<file path="src/rtl/mbr_hs.sv">
// mbr_hs: memory buffer register with a req/ack memory handshake.
// A read, write or ACC load is launched from IDLE by a one-hot strobe on {C12,C11,C3}.
// Illegal strobes and strobes that arrive while busy are dropped and reported on cmd_err.
// With TIMEOUT>0, a transfer that sees no ack within TIMEOUT cycles is aborted.
// Optional build macro MBR_PARITY_EN adds even parity on the memory data path.
module mbr_hs #(
  parameter int unsigned DATA_W  = 16,
  parameter int unsigned TIMEOUT = 16
) (
  input  logic              clk,
  input  logic              rst_n,
  input  logic              C3,
  input  logic              C11,
  input  logic              C12,
  input  logic [DATA_W-1:0] ACC_in,
  output logic [DATA_W-1:0] MBR_out,
  input  logic [DATA_W-1:0] mem_rdata,
  output logic [DATA_W-1:0] mem_wdata,
  output logic              mem_req,
  output logic              mem_we,
  input  logic              mem_ack,
  output logic              busy,
  output logic              done,
  output logic              cmd_err,
`ifdef MBR_PARITY_EN
  input  logic              mem_rpar,
  output logic              mem_wpar,
  output logic              parity_err,
`endif
  output logic              timeout_err
);

  localparam int unsigned CNT_W = (TIMEOUT > 0) ? $clog2(TIMEOUT + 1) : 1;

  typedef enum logic [1:0] {
    IDLE    = 2'd0,
    RD_WAIT = 2'd1,
    WR_WAIT = 2'd2
  } state_t;

  state_t      state;
  logic [2:0]  strb;
  logic        expire_c;

  assign strb = {C12, C11, C3};
  assign busy = (state != IDLE);

  // Wait-cycle counter; expire_c flags the last permitted cycle without an ack.
  generate
    if (TIMEOUT > 0) begin : g_timeout
      logic [CNT_W-1:0] cnt;

      // Count wait cycles without ack; idle holds the counter at zero.
      always_ff @(posedge clk or negedge rst_n) begin
        if (!rst_n) begin
          cnt <= '0;
        end else if (state == IDLE) begin
          cnt <= '0;
        end else if (!mem_ack) begin
          cnt <= cnt + CNT_W'(1);
        end
      end

      assign expire_c = (state != IDLE) && !mem_ack && (cnt == CNT_W'(TIMEOUT - 1));
    end else begin : g_no_timeout
      assign expire_c = 1'b0;
    end
  endgenerate

  // Handshake FSM with registered buffer, memory-side outputs and status pulses.
  always_ff @(posedge clk or negedge rst_n) begin
    if (!rst_n) begin
      state       <= IDLE;
      MBR_out     <= '0;
      mem_wdata   <= '0;
      mem_req     <= 1'b0;
      mem_we      <= 1'b0;
      done        <= 1'b0;
      cmd_err     <= 1'b0;
      timeout_err <= 1'b0;
`ifdef MBR_PARITY_EN
      mem_wpar    <= 1'b0;
      parity_err  <= 1'b0;
`endif
    end else begin
      done        <= 1'b0;
      cmd_err     <= 1'b0;
      timeout_err <= 1'b0;
`ifdef MBR_PARITY_EN
      parity_err  <= 1'b0;
`endif
      case (state)
        IDLE: begin
          case (strb)
            3'b000: ;
            3'b001: begin
              mem_req <= 1'b1;
              mem_we  <= 1'b0;
              state   <= RD_WAIT;
            end
            3'b010: begin
              mem_wdata <= MBR_out;
`ifdef MBR_PARITY_EN
              mem_wpar  <= ^MBR_out;
`endif
              mem_req   <= 1'b1;
              mem_we    <= 1'b1;
              state     <= WR_WAIT;
            end
            3'b100: begin
              MBR_out <= ACC_in;
              done    <= 1'b1;
            end
            default: cmd_err <= 1'b1;
          endcase
        end
        RD_WAIT: begin
          if (strb != 3'b000) cmd_err <= 1'b1;
          if (mem_ack) begin
            MBR_out <= mem_rdata;
            mem_req <= 1'b0;
            done    <= 1'b1;
`ifdef MBR_PARITY_EN
            parity_err <= (^mem_rdata) != mem_rpar;
`endif
            state   <= IDLE;
          end else if (expire_c) begin
            mem_req     <= 1'b0;
            mem_we      <= 1'b0;
            timeout_err <= 1'b1;
            state       <= IDLE;
          end
        end
        WR_WAIT: begin
          if (strb != 3'b000) cmd_err <= 1'b1;
          if (mem_ack) begin
            mem_req <= 1'b0;
            mem_we  <= 1'b0;
            done    <= 1'b1;
            state   <= IDLE;
          end else if (expire_c) begin
            mem_req     <= 1'b0;
            mem_we      <= 1'b0;
            timeout_err <= 1'b1;
            state       <= IDLE;
          end
        end
        default: begin
          mem_req <= 1'b0;
          mem_we  <= 1'b0;
          state   <= IDLE;
        end
      endcase
    end
  end

endmodule
</file>
<file path="config.mk">
export PLATFORM = sky130hd
export DESIGN_NAME = mbr_hs
export DESIGN_NICKNAME = d
export VERILOG_FILES = /design/src/rtl/mbr_hs.sv
export SDC_FILE = /design/constraint.sdc
export NUM_CORES = 1
export LEC_CHECK = 0
export ABC_AREA = 0
export CAP_MARGIN = 10
export CORE_MARGIN = 1
export CORE_UTILIZATION = 50
export CTS_BUF_LIST = sky130_fd_sc_hd__clkbuf_8
export DETAILED_ROUTE_END_ITERATION = 10
export MAX_ROUTING_LAYER = met4
export PLACE_DENSITY = 0.94
export SETUP_SLACK_MARGIN = 0.15
export SLEW_MARGIN = 40
export SYNTH_ARGS = -nofsm -noshare
export SYNTH_HDL_FRONTEND = slang
export SYNTH_SLANG_ARGS = --single-unit
</file>
<file path="constraint.sdc">
create_clock -name clk -period 4 [get_ports clk]
set_clock_uncertainty 0.2 [all_clocks]
set_input_delay 0.4 -clock clk [delete_from_list [all_inputs] [get_ports clk]]
set_output_delay 0.4 -clock clk [all_outputs]
set_load 0.005 [all_outputs]
</file>
Yosys cells after proc, flatten, opt, wreduce, memory -nomap -nowiden

Cells that the tools add are included.

Register bits: 44
Input bits: 38
Output and inout bits: 38
Logic and storage cells: 66

$add $sub $neg: 1
Equality and inequality tests: 13
Muxes and demuxes: 27
Reduce and logical (&&, ||, !) cells: 16

Operators with widths:

| operator                                                                 | number |
|---|---|
| 16-bit 2-to-1 mux                                                        | 2 |
| 16-bit one-hot mux with 2 select lines                                   | 1 |
| 1-bit 2-to-1 mux                                                         | 13 |
| 5-bit 2-to-1 mux                                                         | 2 |
| 1-bit one-hot mux with 2 select lines                                    | 4 |
| 2-bit one-hot mux with 2 select lines                                    | 2 |
| 2-bit AND reduction                                                      | 4 |
| 2-bit inequality test (second input constant)                            | 3 |
| 3-bit by 1-bit inequality test with 1-bit output (second input constant) | 2 |
| 5-bit by 1-bit adder with 5-bit output (second input constant)           | 1 |
| 5-bit by 4-bit equality test with 1-bit output (second input constant)   | 1 |
| 2-bit 2-to-1 mux                                                         | 2 |
| 2-bit by 1-bit inequality test with 1-bit output (second input constant) | 2 |
| 2-bit nonzero test                                                       | 2 |
| 2-bit OR reduction                                                       | 2 |
| 4-bit OR reduction                                                       | 1 |
| 3-bit by 1-bit equality test with 1-bit output (second input constant)   | 1 |
| 3-bit by 2-bit equality test with 1-bit output (second input constant)   | 1 |
| 3-bit equality test (second input constant)                              | 1 |
| 3-bit zero test                                                          | 1 |
| 1-bit one-hot mux with 3 select lines                                    | 1 |
| 3-bit AND reduction                                                      | 1 |
| 3-bit nonzero test                                                       | 1 |
| 2-bit by 1-bit equality test with 1-bit output (second input constant)   | 1 |
| other kinds (4)                                                          | 5 |

Depth between registers and ports, before layout

Word-level depth: 6
Mapped depth: 8

Least setup slack after synthesis

Ideal clock, no wire load.

Path type: flip-flop to flip-flop
Start point: reg state[1]
End point: reg MBR_out[10]
Setup time: 0.123 ns
Arrival time: 1.577 ns
Data required time: 3.677 ns
Slack: 2.100 ns
Stages on the path, launching flop included: 7
Path buffers: 2
Clock period less this slack: 1.900 ns
Cells stage by stage: dfrtp_1 > inv_1 > ha_1 > buf_4 > clkbuf_1 > mux2i_1 > a21oi_2

Longest elaborated chain between the ends: 3

Ends and longest elaborated chain:

| what                                                                              | line | text |
|---|---|---|
| start, declared                                                                   | 41   | `state_t state;` |
| start signal, assigned                                                            | 73   | `state <= IDLE;` |
| start signal, assigned                                                            | 99   | `state <= RD_WAIT;` |
| start signal, assigned                                                            | 108  | `state <= WR_WAIT;` |
| 2-bit by 1-bit equality test with 1-bit output or 2-bit zero test (tied branches) | 92   | `case (state)` |
| 2-bit inequality test (no source line), or another cell as far along              | -    |  |
| 3-bit AND reduction (no source line)                                              | -    |  |
| end signal, assigned                                                              | 111  | `MBR_out <= ACC_in;` |
| end signal, assigned                                                              | 120  | `MBR_out <= mem_rdata;` |
| end, declared                                                                     | 16   | `output logic [DATA_W-1:0] MBR_out,` |

Parallel ways exist; a longest one is shown, timed or not.
A chain may end at the register's enable or synchronous reset.

Final worst setup path

Start point: reg state[0]
End point: out busy

Longest elaborated chain between the ends: 1

Ends and longest elaborated chain:

| what               | line | text |
|---|---|---|
| 2-bit nonzero test | 46   | `assign busy = (state != IDLE);` |
| end, declared      | 22   | `output logic busy,` |

No other way between the ends.

==> impl_metrics.sql <==
INSERT INTO impl_metrics (metric_group, metric, value, unit) VALUES
('synthesis', 'ys_seq_area_share', '51.8', '%'),
('clock_network', 'cts_htree_levels', '2', ''),
('floorplanning', 'num_io_pins', '76', ''),
('critical_path', 'critical_path_class', 'reg -> out', ''),
('synthesis', 'yosys.area.top_type', 'sky130_fd_sc_hd__dfrtp_1', ''),
('synthesis', 'synthCells', '181', ''),
('clock_network', 'clock_insertion_delay_worst_skew', '290', 'ps'),
('cells_and_area', 'flow.area_growth_from_synthesis', '42.5', '%'),
('clock_network', 'numClockSinks', '44', ''),
('sta', 'timing_max_transition_violations_final', '0', ''),
('detailed_routing', 'drt_first_pass_iters', '4', ''),
('sta', 'setup_viol', '0', ''),
('synthesis', 'dominantRegCellSynth', 'sky130_fd_sc_hd__dfrtp_1', ''),
('critical_path', 'endpoint_kind', 'output port', ''),
('floorplanning', 'die_width', '67.2', 'um'),
('cells_and_area', 'number_of_nets_in_the_layout', '300', ''),
('global_routing', 'sum_of_overflow_across_all_layers_after_global_routing', '0', ''),
('global_routing', 'grt_usage', '24.4', '%'),
('clock_network', 'cts.repair_timing.setup_buffer_count', '0', ''),
('synthesis', 'synth_warnings', '0', ''),
('synthesis', 'synth_area_per_cell', '11.7', 'um2'),
('detailed_routing', 'antenna_left', '0', ''),
('critical_path', 'cp_data_arrival_time', '2100', 'ps'),
('detailed_routing', 'totalWireLength', '5070', 'um'),
('power_and_ir_drop', 'max-vdd-ir-drop', '432', 'uV'),
('detailed_routing', 'first_iter_violations', '110', ''),
('synthesis', 'number_of_enable_type_register_cells_in_the_synthesized_netlist', '0', ''),
('floorplanning', 'floorplan.initialDensity', '52.7', '%'),
('critical_path', 'regToRegStartpoint', 'state[0]$_DFFE_PN0P_', ''),
('cells_and_area', 'postLayoutCoreUtil', '75.1', '%'),
('sta', 'fin_crit', '2700', 'ps'),
('clock_network', 'cts_made_buffers', '5', ''),
('power_and_ir_drop', 'power.total', '2.23', 'mW'),
('sta', 'final_min_period_over_clock_period', '67.4', '%'),
('clock_network', 'post_cts_resize_count', '0', ''),
('global_routing', 'maximum_number_of_pins_on_one_net_before_global_route_repair', '45', ''),
('floorplanning', 'coreArea', '0.00403', 'mm2'),
('placement', 'place.gp.congestion', '0.872', ''),
('floorplanning', 'die_y', '67.2', 'um'),
('run', 'drv.max_cap_violation_count', '0', ''),
('detailed_routing', 'post_drt_wl_per_cell', '16.5', 'um'),
('critical_path', 'crit_end', 'busy', ''),
('synthesis', 'synth.top_cells.by_area', 'sky130_fd_sc_hd__dfrtp_1, sky130_fd_sc_hd__mux2_2, sky130_fd_sc_hd__mux2i_1', ''),
('power_and_ir_drop', 'leakagePower', '1.24', 'nW'),
('global_routing', 'grt_pass1_wl', '7690', 'um'),
('synthesis', 'yosysTopAreaCellShare', '51.8', '%'),
('cells_and_area', 'insertedDiodeCount', '0', ''),
('critical_path', 'worstSetupStartpoint', 'state[0]$_DFFE_PN0P_', ''),
('cells_and_area', 'drive_gt1_share', '17.1', '%'),
('worst_hold_path', 'min_path_type', 'reg -> reg', ''),
('synthesis', 'number_of_nets_in_the_synthesized_netlist', '225', ''),
('critical_path', 'required', '3400', 'ps'),
('sta', 'max_slew.worst_pin.slew', '556', 'ps'),
('floorplanning', 'std_cell_rows', '23', ''),
('synthesis', 'yosys_register_bits', '44', ''),
('critical_path', 'crit_fanout', '15', ''),
('sta', 'maxClockFrequency', '371', 'MHz'),
('sta', 'tns', '0', 'ps'),
('placement', 'detailedPlacementHpwl', '3460', 'um'),
('critical_path', 'reg2reg_to', 'MBR_out[14]$_DFFE_PN0P_', ''),
('detailed_routing', 'vias', '1691', ''),
('placement', 'port-buffer-count', '75', ''),
('clock_network', 'maximum_buffer_depth_of_the_clock_tree', '2', ''),
('critical_path', 'worst-r2r-setup-slack', '1510', 'ps'),
('run_status', 'status', 'completed', ''),
('clock_network', 'clockRootBuffer', 'sky130_fd_sc_hd__clkbuf_8', ''),
('floorplanning', 'die_outline_area', '0.00451', 'mm2'),
('critical_path', 'worst-r2r-cell-count', '7', ''),
('detailed_routing', 'drt_drc_violations_left', '0', ''),
('global_routing', 'antenna_found_initial', '0', ''),
('synthesis', 'count_of_distinct_cell_types_in_the_synthesized_netlist', '30', '');
-- Yosys cell counts (3+ instances only) --
cell type,count
sky130_fd_sc_hd__a21oi_1,7
sky130_fd_sc_hd__a21oi_2,14
sky130_fd_sc_hd__and3_1,3
sky130_fd_sc_hd__buf_2,3
sky130_fd_sc_hd__buf_4,3
sky130_fd_sc_hd__dfrtp_1,44
sky130_fd_sc_hd__ha_1,6
sky130_fd_sc_hd__inv_1,4
sky130_fd_sc_hd__mux2_2,17
sky130_fd_sc_hd__mux2i_1,17
sky130_fd_sc_hd__nand2_1,3
sky130_fd_sc_hd__nand2b_1,3
sky130_fd_sc_hd__nor2_1,26
sky130_fd_sc_hd__nor2b_1,4
sky130_fd_sc_hd__nor3_1,4
sky130_fd_sc_hd__o21ai_0,4
-- per-layer routing --
metal  track usage [%]  wire length [um]  vias to the layer above
met5                 -                 0                        -
met2              42.1              2750                       81
li1                  -                 -                      768
met3              5.24               253                       16
met4              12.8               170                        0
met1              26.1              1890                      826
-- power breakdown --
| part | switching [mW] | internal, mW |
|---|---|---|
| registers | 0.136 | 0.644 |
| clock network | 0.148 | 0.220 |
| logic | 0.465 | 0.613 |
| total | 0.748 | 1.48 |
-- cell families after synthesis --
kind of cell	share of synthesized area (%)
fa+ha+maj	3.53
buf+inv	3.89
flops	51.8
mux	17.0
xor+xnor	1.65
simple gates	10.7
compound gates	11.4
-- layout by cell type (no fill, tap or decap), types with 2 or more instances in the layout --
cell type,netlist,layout
sky130_fd_sc_hd__nor2_1,26,26
sky130_fd_sc_hd__nand2b_1,3,3
sky130_fd_sc_hd__buf_4,3,2
sky130_fd_sc_hd__nand2_1,3,3
sky130_fd_sc_hd__and3_1,3,3
sky130_fd_sc_hd__nor2b_1,4,4
sky130_fd_sc_hd__dfrtp_1,44,44
sky130_fd_sc_hd__nor3_1,4,4
sky130_fd_sc_hd__xnor2_1,2,2
sky130_fd_sc_hd__xor2_1,2,2
sky130_fd_sc_hd__a21oi_1,7,7
sky130_fd_sc_hd__nand3_1,2,2
sky130_fd_sc_hd__o21ai_0,4,4
sky130_fd_sc_hd__mux2i_1,17,17
sky130_fd_sc_hd__a21oi_2,14,14
sky130_fd_sc_hd__clkbuf_8,0,7
sky130_fd_sc_hd__clkdlybuf4s50_1,0,74
sky130_fd_sc_hd__mux2_2,17,17
sky130_fd_sc_hd__ha_1,6,6
sky130_fd_sc_hd__inv_1,4,4
-- worst min-delay path by stage --
stage	startpoint	to	slack, ps	cells after the start
detailed placement	rst_n	mem_wdata[2]$_DFFE_PN0P_	220	1
finish	mem_req$_DFFE_PN0P_	mem_req$_DFFE_PN0P_	310	1
global route	mem_wdata[3]$_DFFE_PN0P_	mem_wdata[3]$_DFFE_PN0P_	330	1
floorplan	rst_n	MBR_out[0]$_DFFE_PN0P_	-100	0
global placement	mem_req$_DFFE_PN0P_	mem_req$_DFFE_PN0P_	280	1
CTS	mem_req$_DFFE_PN0P_	mem_req$_DFFE_PN0P_	310	1
-- flip-flops by register name (all words and copies together) (netlist names) --
| name | count |
|---|---|
| mem_req | 1 |
| state | 2 |
| done | 1 |
| timeout_err | 1 |
| mem_wdata | 16 |
| cmd_err | 1 |
| MBR_out | 16 |
| g_timeout.cnt | 5 |
| mem_we | 1 |
-- area by class of cell --
type	instances	area, um2
clock buffers	7	96.3
clock inverters	1	30.0
fillers	253	1000
inverters	4	15.0
multi-input cells	123	941
flip-flops and latches	44	1100
well taps	50	62.6
repair buffers	78	781
-- critical path, stage by stage, from the launching register on --
cell and delay (ps):
sky130_fd_sc_hd__dfrtp_1 450, sky130_fd_sc_hd__inv_1 110, sky130_fd_sc_hd__ha_1 510, sky130_fd_sc_hd__inv_1 230, sky130_fd_sc_hd__clkdlybuf4s50_1 500
-- metrics by stage --
| step | worst slack [ps] | instance area, um2 | hold WS (ps) | instances |
|---|---|---|---|---|
| detailed placement | 1350 | 2890 | 220 | 298 |
| finish | 1300 | 3030 | 306 | 307 |
| global placement | 1270 | 2870 | 282 | 297 |
| floorplan | 2100 | 2120 | -95.6 | 181 |
| CTS | 1340 | 3030 | 310 | 307 |
| global route | 1200 | 3030 | 328 | 307 |
Power figures use the tool's default switching activity.
